==> src/rtl/seg7_scan_driver.sv <==
// -----------------------------------------------------------------------------
// seg7_scan_driver
//
// Drives a 4-digit multiplexed common-electrode 7-segment display with the
// 16-bit hex word from the keypad scanner (digit 0 = data[3:0] = rightmost).
//
// - A word strobed in on 'load' is held pending.
// - It is committed to the display only when the digit index wraps 3->0,
//   so a frame never shows a mix of old and new digits.
// - Every digit slot opens with DEAD_CYC blank cycles to prevent ghosting.
//
// Optional build macro:
//   SEG7_LZB_EN  leading-zero blanking. Digit i>0 is blanked while nibbles
//                i..3 are all zero. Digit 0 is never blanked by this rule.
//
// Ports:
//   clk         in   system clock
//   clr         in   asynchronous active-high reset
//   load        in   1-cycle strobe, captures {dp_in,data} as the pending word
//   data[15:0]  in   hex word; nibble i drives digit i
//   dp_in[3:0]  in   decimal point per digit, 1 = lit
//   digit_en    in   per-digit enable, sampled live; 0 = digit always blank
//   seg[6:0]    out  segments {g,f,e,d,c,b,a}
//   dp          out  decimal point of the selected digit
//   dig_sel     out  one-hot digit select
//   upd_pend    out  a loaded word is waiting for the next frame boundary
//   frame_done  out  1-cycle pulse after every 3->0 wrap of the digit index
//
// Valid/ready: load is a fire-and-forget strobe with no backpressure. A load
// while a word is already pending overwrites it (last value wins).
// -----------------------------------------------------------------------------
module seg7_scan_driver #(
    parameter int CLK_DIV        = 50000,
    parameter int DEAD_CYC       = 2,
    parameter int SEG_ACTIVE_LOW = 1,
    parameter int DIG_ACTIVE_LOW = 1
) (
    input  logic        clk,
    input  logic        clr,
    input  logic        load,
    input  logic [15:0] data,
    input  logic [3:0]  dp_in,
    input  logic [3:0]  digit_en,
    output logic [6:0]  seg,
    output logic        dp,
    output logic [3:0]  dig_sel,
    output logic        upd_pend,
    output logic        frame_done
);

    localparam int CW = $clog2(CLK_DIV);
    localparam logic [CW-1:0] CNT_LAST = CW'(CLK_DIV - 1);
    localparam logic [CW-1:0] DEAD_END = CW'(DEAD_CYC);
    localparam logic [6:0]    SEG_OFF  = (SEG_ACTIVE_LOW != 0) ? 7'h7F : 7'h00;
    localparam logic          DP_OFF   = (SEG_ACTIVE_LOW != 0);
    localparam logic [3:0]    DIG_OFF  = (DIG_ACTIVE_LOW != 0) ? 4'hF : 4'h0;

    typedef enum logic {BLANK = 1'b0, DRIVE = 1'b1} state_t;

    state_t        state, state_nxt;
    logic [CW-1:0] cnt, cnt_nxt;
    logic [1:0]    idx, idx_nxt;
    logic [15:0]   disp, disp_nxt, pend, pend_nxt;
    logic [3:0]    disp_dp, disp_dp_nxt, pend_dp, pend_dp_nxt;
    logic          upd_pend_nxt, frame_done_nxt;
    logic [6:0]    seg_nxt;
    logic          dp_nxt;
    logic [3:0]    dig_sel_nxt;
    logic          tick, wrap, commit, lzb, dig_blank;
    logic [3:0]    nib;

    function automatic logic [6:0] font(input logic [3:0] v);
        case (v)
            4'h0: font = 7'h3F;  4'h1: font = 7'h06;
            4'h2: font = 7'h5B;  4'h3: font = 7'h4F;
            4'h4: font = 7'h66;  4'h5: font = 7'h6D;
            4'h6: font = 7'h7D;  4'h7: font = 7'h07;
            4'h8: font = 7'h7F;  4'h9: font = 7'h6F;
            4'hA: font = 7'h77;  4'hB: font = 7'h7C;
            4'hC: font = 7'h39;  4'hD: font = 7'h5E;
            4'hE: font = 7'h79;  default: font = 7'h71;
        endcase
    endfunction

    always_comb begin
        tick     = (cnt == CNT_LAST);
        wrap     = tick && (idx == 2'd3);
        // Commit takes the word pending *before* this edge; a load on the
        // same edge only refills pend.
        commit   = wrap && upd_pend;
        cnt_nxt  = tick ? '0 : cnt + CW'(1);
        idx_nxt  = tick ? idx + 2'd1 : idx;

        state_nxt = state;
        case (state)
            BLANK: if (cnt_nxt == DEAD_END) state_nxt = DRIVE;
            DRIVE: if (tick) state_nxt = BLANK;
            default: state_nxt = BLANK;
        endcase

        disp_nxt       = commit ? pend : disp;
        disp_dp_nxt    = commit ? pend_dp : disp_dp;
        pend_nxt       = load ? data : pend;
        pend_dp_nxt    = load ? dp_in : pend_dp;
        upd_pend_nxt   = load ? 1'b1 : (commit ? 1'b0 : upd_pend);
        frame_done_nxt = wrap;

        // Outputs are registered, so decode from next-cycle values to keep
        // seg/dig_sel aligned with the cnt/idx they belong to.
        nib = disp_nxt[{idx_nxt, 2'b00} +: 4];
`ifdef SEG7_LZB_EN
        case (idx_nxt)
            2'd3:    lzb = (disp_nxt[15:12] == 4'h0);
            2'd2:    lzb = (disp_nxt[15:8]  == 8'h00);
            2'd1:    lzb = (disp_nxt[15:4]  == 12'h000);
            default: lzb = 1'b0;
        endcase
`else
        lzb = 1'b0;
`endif
        dig_blank = !digit_en[idx_nxt] || lzb;

        seg_nxt     = SEG_OFF;
        dp_nxt      = DP_OFF;
        dig_sel_nxt = DIG_OFF;
        if (state_nxt == DRIVE) begin
            // A blanked digit keeps its select asserted; only seg/dp go dark.
            dig_sel_nxt = DIG_OFF ^ (4'b0001 << idx_nxt);
            if (!dig_blank) begin
                seg_nxt = SEG_OFF ^ font(nib);
                dp_nxt  = DP_OFF ^ disp_dp_nxt[idx_nxt];
            end
        end
    end

    always_ff @(posedge clk or posedge clr) begin
        if (clr) begin
            state      <= BLANK;
            cnt        <= '0;
            idx        <= 2'd0;
            disp       <= 16'h0000;
            disp_dp    <= 4'h0;
            pend       <= 16'h0000;
            pend_dp    <= 4'h0;
            upd_pend   <= 1'b0;
            frame_done <= 1'b0;
            seg        <= SEG_OFF;
            dp         <= DP_OFF;
            dig_sel    <= DIG_OFF;
        end else begin
            state      <= state_nxt;
            cnt        <= cnt_nxt;
            idx        <= idx_nxt;
            disp       <= disp_nxt;
            disp_dp    <= disp_dp_nxt;
            pend       <= pend_nxt;
            pend_dp    <= pend_dp_nxt;
            upd_pend   <= upd_pend_nxt;
            frame_done <= frame_done_nxt;
            seg        <= seg_nxt;
            dp         <= dp_nxt;
            dig_sel    <= dig_sel_nxt;
        end
    end

endmodule

==> config.mk <==
export PLATFORM = sky130hd
export DESIGN_NAME = seg7_scan_driver
export DESIGN_NICKNAME = d
export VERILOG_FILES = /design/src/rtl/seg7_scan_driver.sv
export SDC_FILE = /design/constraint.sdc
export NUM_CORES = 1
export LEC_CHECK = 0
export BUFFER_PORTS_ARGS = -buffer_cell sky130_fd_sc_hd__buf_2
export CAP_MARGIN = 20
export CORE_ASPECT_RATIO = 1.75
export CORE_MARGIN = 3
export CORE_UTILIZATION = 60
export DETAILED_ROUTE_END_ITERATION = 10
export GPL_TIMING_DRIVEN = 0
export PLACE_DENSITY_LB_ADDON = 0.2
export SLEW_MARGIN = 10
export SYNTH_ARGS = -nofsm -noshare
export SYNTH_HDL_FRONTEND = slang
export SYNTH_SLANG_ARGS = --single-unit
==> constraint.sdc <==
create_clock -name clk -period 7.1 [get_ports clk]
set_clock_uncertainty 0.05 [all_clocks]
set_input_delay 1.42 -clock clk [delete_from_list [all_inputs] [get_ports clk]]
set_output_delay 1.42 -clock clk [all_outputs]
set_load 0.01 [all_outputs]
# ---- Yosys cells after proc, flatten, opt, wreduce, memory -nomap -nowiden
# Memory sizes are Yosys's and may differ from the RTL's.
# Index checks and enable logic that the tools add are counted.
dict set report totals {
  register_bits 73
  rom_bits 112
  input_bits 27
  out_inout_bits 14
  word_cells 48
  mem_count 1
}
# name words word_bits rd rd_ports_with_merged_regs wr line
set mem_list {}
lappend mem_list {{(no name shown)} 16 7 1 0 0 73} ;# case (v)
dict set report op_classes {
  add_sub_neg 2
  magnitude_cmp 1
  n_eq_ne 3
  shifts 2
  n_mux 20
  n_bitwise 4
  reduce_logical 3
}
# cell n
set op_table {}
lappend op_table {{16-bit 2-to-1 mux} 2}
lappend op_table {{7-bit 2-to-1 mux} 4}
lappend op_table {{16-bit by 1-bit adder with 16-bit output (second input constant)} 1}
lappend op_table {{16-bit equality test (second input constant)} 1}
lappend op_table {{16-bit by 2-bit equality test with 1-bit output (second input constant)} 1}
lappend op_table {{16-bit by 5-bit indexed part select with 4-bit output} 1}
lappend op_table {{1-bit 2-to-1 mux} 8}
lappend op_table {{4-bit 2-to-1 mux} 2}
lappend op_table {{7-bit NOT} 1}
lappend op_table {{1-bit binary-select mux with 2-bit select} 2}
lappend op_table {{4-bit NOT} 1}
lappend op_table {{1-bit by 2-bit left shift with 4-bit output (first input constant)} 1}
lappend op_table {{2-bit by 3-bit < comparator with 1-bit output (second input constant)} 1}
lappend op_table {{2-bit by 1-bit adder with 2-bit output (second input constant)} 1}
lappend op_table {{2-bit equality test (second input constant)} 1}
lappend op_table {{1-bit logical AND} 2}
lappend op_table {{2-bit 2-to-1 mux} 1}
lappend op_table {{1-bit NOT} 2}
lappend op_table {{1-bit case mux with 2 select lines} 1}
lappend op_table {{2-bit nonzero test} 1}

# ---- Longest topological paths before layout
# An unclocked memory read counts as a cell.
dict set report logic_depth {
  ltp_word 11
  depth_mapped 15
  ltp_nobuf 12
}

# ---- Worst setup path before layout
# OpenSTA, ideal clock, no wires.
dict set report synth_path {
  path_type {flip-flop to flip-flop}
  startpoint {register cnt[5]}
  endpoint {register seg[3]}
  setup_ns 0.110
  arrival_ns 3.406
  t_required_ns 6.940
  slack_ns 3.535
  path_stages_with_launch 15
  path_buffers 3
  period_less_slack_ns 3.565
  cell_sequence {dfrtp_1 or4_4 or4_1 buf_6 or2_1 buf_6 buf_6 mux2_2 mux2_2 mux2i_4 inv_2 ha_1 and2_1 o21ai_1 o211ai_1}
}
dict set report synth_via {
  elab_chain_len 11
  elab_cells_between_ends 20
  classes_between {1 x add/sub; 2 x eq/ne; 1 x shift; 12 x mux; 1 x bitwise; 2 x reduce/logical; 1 x memory}
}
# item line
set synth_rtl {}
lappend synth_rtl {{from (decl)} 61} ;# logic [CW-1:0] cnt, cnt_nxt;
lappend synth_rtl {{from (signal assigned)} 152} ;# cnt <= cnt_nxt;
lappend synth_rtl {{16-bit equality test} 86} ;# tick = (cnt == CNT_LAST);
lappend synth_rtl {{1-bit logical AND} 87} ;# wrap = tick && (idx == 2'd3);
lappend synth_rtl {{1-bit logical AND} 90} ;# commit = wrap && upd_pend;
lappend synth_rtl {{16-bit 2-to-1 mux} 101} ;# disp_nxt = commit ? pend : disp;
lappend synth_rtl {{named net disp_nxt[13]} 63} ;# logic [15:0] disp, disp_nxt, pend, pend_nxt;
lappend synth_rtl {{16-bit by 5-bit indexed part select with 4-bit output} 110} ;# nib = disp_nxt[{idx_nxt, 2'b00} +: 4];
lappend synth_rtl {{memory 16 x 7 bit} -}
lappend synth_rtl {{7-bit 2-to-1 mux} 129} ;# if (!dig_blank) begin
lappend synth_rtl {{7-bit 2-to-1 mux} 126} ;# if (state_nxt == DRIVE) begin
lappend synth_rtl {{7-bit NOT (no source line)} -}
lappend synth_rtl {{7-bit 2-to-1 mux} 129}
lappend synth_rtl {{7-bit 2-to-1 mux} 126}
lappend synth_rtl {{named net seg_nxt[3]} 66} ;# logic [6:0] seg_nxt;
lappend synth_rtl {{to (signal assigned)} 160} ;# seg <= seg_nxt;
lappend synth_rtl {{to (decl)} 44} ;# output logic [6:0] seg,
# The timed path passes the listed nets, and every way through them passes these cells. The select of a mux whose other input is x is not followed.
# A chain may end at the register's enable or synchronous reset.

# ---- Worst setup path after layout
dict set report layout_path {
  startpoint {register cnt[10]}
  endpoint {register seg[3]}
}
dict set report layout_via {
  elab_cells_between_ends 20
  classes_between {1 x add/sub; 2 x eq/ne; 1 x shift; 12 x mux; 1 x bitwise; 2 x reduce/logical; 1 x memory}
}
# item line
set layout_rtl {}
lappend layout_rtl {{16-bit equality test (*)} 86}
lappend layout_rtl {{2-bit 2-to-1 mux (*)} 92} ;# idx_nxt = tick ? idx + 2'd1 : idx;
lappend layout_rtl {{named net idx_nxt[0]} 62} ;# logic [1:0] idx, idx_nxt;
lappend layout_rtl {{16-bit by 5-bit indexed part select with 4-bit output} 110}
lappend layout_rtl {{memory 16 x 7 bit} -}
lappend layout_rtl {{7-bit 2-to-1 mux} 129}
lappend layout_rtl {{7-bit 2-to-1 mux} 126}
lappend layout_rtl {{7-bit NOT (no source line)} -}
lappend layout_rtl {{7-bit 2-to-1 mux (*)} 129}
lappend layout_rtl {{7-bit 2-to-1 mux (*)} 126}
lappend layout_rtl {{named net seg_nxt[3]} 66}
# Mark *: on every way through the listed nets, which the timed path passes. The rest lies on a longest branch. The select of a mux whose other input is x is not followed.

==> key figures <==
Min path
  – Min-delay worst type: flip-flop to flip-flop

STA
  – Worst setup margin: 3165 ps
  – Fmax: 254.1 MHz
  – Worst slew pin tran: 759.4 ps
  – Setup violators final: 0
  – RSZ-0062 raised after global routing: false
  – Fin. max-slew vios: 0
  – Tcrit/Tclk final: 0.5543
  – Hold Fails Final Rpt: 0
  – Fin Setup TNS: 0 ps
  – Final min period: 3935 ps
  – Slew Limit Headroom: 0.4937

Yosys
  – Yosys top cell area share: 0.4273
  – Synth Flop Type: dfrtp_1
  – Synth Register Bits: 73
  – Yosys top cell by area: dfrtp_1
  – Syn. warnings: 0
  – Synth area leaders: dfrtp_1, mux2_2, dfstp_2
  – Distinct cells, synth: 45
  – Ys async rst share: 1.000
  – Syn_area_per_cell: 11.03 um^2
  – Cell count after synthesis: 324
  – Synth Net Count: 360
  – Syn Std Cell Area: 0.003572 mm^2
  – EDFF count, synth: 0
  – Seq/Total Area, Yosys: 0.5156

Route
  – Avg Vias per Cell: 5.608
  – Via Count: 2,563
  – Antenna-violating nets left: 0
  – WL per Instance: 15.03 um
  – # DRC: 0
  – DR iter-0 viols: 140
  – Routed wire length: 6870 um
  – Initial DRT Pass Iterations: 4

Clocking
  – CTS Sinks: 73
  – CTS tree: yes
  – Root buffer cell: clkbuf_8
  – Max Root-Sink Buffers: 2
  – Cts repair resizes: 0
  – Post-CTS Setup Inserts: 0
  – H-tree Lvls: 3
  – Worst skew pair latency: 350 ps
  – Cts-stage hold buffer count: 0
  – Total clock buffers created by CTS: 9
  – Clock transition at path regs: 70 ps

Layout
  – Final Instance Count excl. Fillers: 457
  – Layout overhead on the synthesized area: 14.40%
  – Number of diodes: 0
  – Share of layout cells above drive strength 1: 0.2940
  – Final Util: 0.7200
  – Nets@finish: 412
  – Commonest non-fill, non-tap cell in the layout: dfrtp_1
  – FILL cells: 453
  – Most frequent cells in the layout: dfrtp_1, nand2_1, buf_2

Floorplanning
  – Top-level I/O count: 41
  – Chip height: 108.1 um
  – Std cell rows: 36
  – Die Wd: 64.33 um
  – Core area: 0.005675 mm^2
  – Initial Utilization: 0.6294
  – DIE AREA: 0.006952 mm^2

Critical path
  – Crit Path Max Fanout: 10
  – CP required: 7270 ps
  – Critical path type: flip-flop to flip-flop
  – Startpoint type of the worst setup path: flip-flop
  – CP endpoint kind: flip-flop
  – WP data arrival: 4100 ps

Power and ir drop
  – Pwr Total: 0.7869 mW
  – Worst vdd ir: 0.1850 mV
  – Leakage power total: 1.926 nW
  – Pwr/cell area: 192.6 mW/mm^2

Placement
  – GP Congestion: 0.8973
  – Post-detail-place hpwl: 5090 um
  – Dpl cells: 441
  – Pre-CTS setup slack: 3183 ps
  – IO buf count: 40

Global route
  – First-pass GRT wire length: 11,850 um
  – GR Overflow Total: 0
  – Initial antenna violation count: 0
  – Largest net degree at the start of global routing: 59
  – Total GRT Usage: 0.2250
  – Vias in the first global route: 2,537

Outcome
  – Status: finished, final reports clean

Job
  – Max Cap Viol: 0
-- cell type report --
cell class	count	area (um^2)	share of cell area
clock inverters	4	43.79	0.01072
well taps	76	95.09	0.02327
inverters	19	73.82	0.01806
multi-input cells	220	1590	0.3892
clock buffers	12	145.1	0.03552
flip-flops and latches	73	1842	0.4507
repair buffers	41	227.7	0.05573
plain buffers	12	68.82	0.01684
-- flip-flops by register name (all words and copies together), names as in the netlist --
register	flops
disp_dp	4
upd_pend	1
seg	7
pend_dp	4
dp	1
idx	2
cnt	16
dig_sel	4
disp	16
pend	16
frame_done	1
state	1
-- synthesized netlist by cell type, types with 2 or more instances --
cell type,number
o21ai_0,7
a21oi_1,8
nand3b_1,3
nand3_1,16
nor2_1,19
dfrtp_1,61
o211ai_1,7
nand2_1,46
mux2i_1,13
nor4_1,5
buf_6,3
xnor2_1,7
and2_1,2
mux4_2,3
nor3_1,7
dfstp_2,12
mux2_2,30
inv_1,18
clkbuf_1,8
ha_1,9
xor2_1,7
or4_1,2
nand4_1,5
nand4b_1,2
or3_1,3
and3_1,2
-- stage by stage --
stage / cell area, um^2 / hold slack [ps]
after floorplan: 3572 / 379.3
final: 4086 / 416.0
after CTS: 4086 / 416.8
after global routing: 4086 / 431.9
after global placement: 3867 / 394.5
after detailed placement: 3897 / 401.4
-- final timing paths --
kind                                         to  slack, ps  depth (start not counted)                  from
max in group asynchronous          dp$_DFF_PP1_       5480                          3                   clr
max                            seg[3]$_DFF_PP1_       3160                         12     cnt[10]$_DFF_PP0_
max reg2reg                    seg[3]$_DFF_PP1_       3160                         12     cnt[10]$_DFF_PP0_
min in group asynchronous     disp[0]$_DFF_PP0_        940                          2                   clr
min                        disp_dp[0]$_DFF_PP0_        420                          2  disp_dp[0]$_DFF_PP0_
min reg2reg                disp_dp[0]$_DFF_PP0_        420                          2  disp_dp[0]$_DFF_PP0_
-- critical path, cell delays in order (launching register included) --
cell and delay [ps]:
dfrtp_1 430, or4_4 550, nor4_1 600, xnor2_1 380
inv_1 140, buf_2 290, mux2_2 390, mux2i_4 250
inv_2 100, ha_1 240, and2_1 150, o21ai_1 120
o211ai_1 100
-- cell families (layout without fill, tap and decap cells) --
family | count (synthesis) | in the layout | share of synthesized area
AND/OR/NAND/NOR | 118 | 118 | 0.1625
flip-flops | 73 | 73 | 0.5156
multiplexers | 47 | 47 | 0.1562
AO/OA/AOI/OAI | 32 | 32 | 0.06060
buffers and inverters | 31 | 88 | 0.03923
XOR/XNOR | 14 | 14 | 0.03433
adder cells (fa/ha/maj) | 9 | 9 | 0.03152
-- per-layer routing --
layer,GRT usage,up-vias,part of all wire
met5,0,-,0
met2,0.3809,67,0.53
met4,0.1135,0,0.030
met3,0.05925,22,0.036
li1,-,1237,-
met1,0.2611,1237,0.40
-- where the power goes --
group	switching [mW]	internal (mW)
Clock	0.141	0.170
Combinational	0.0188	0.0195
Sequential	0.00719	0.430
Total	0.167	0.620
(Power assumes the default switching activity.)
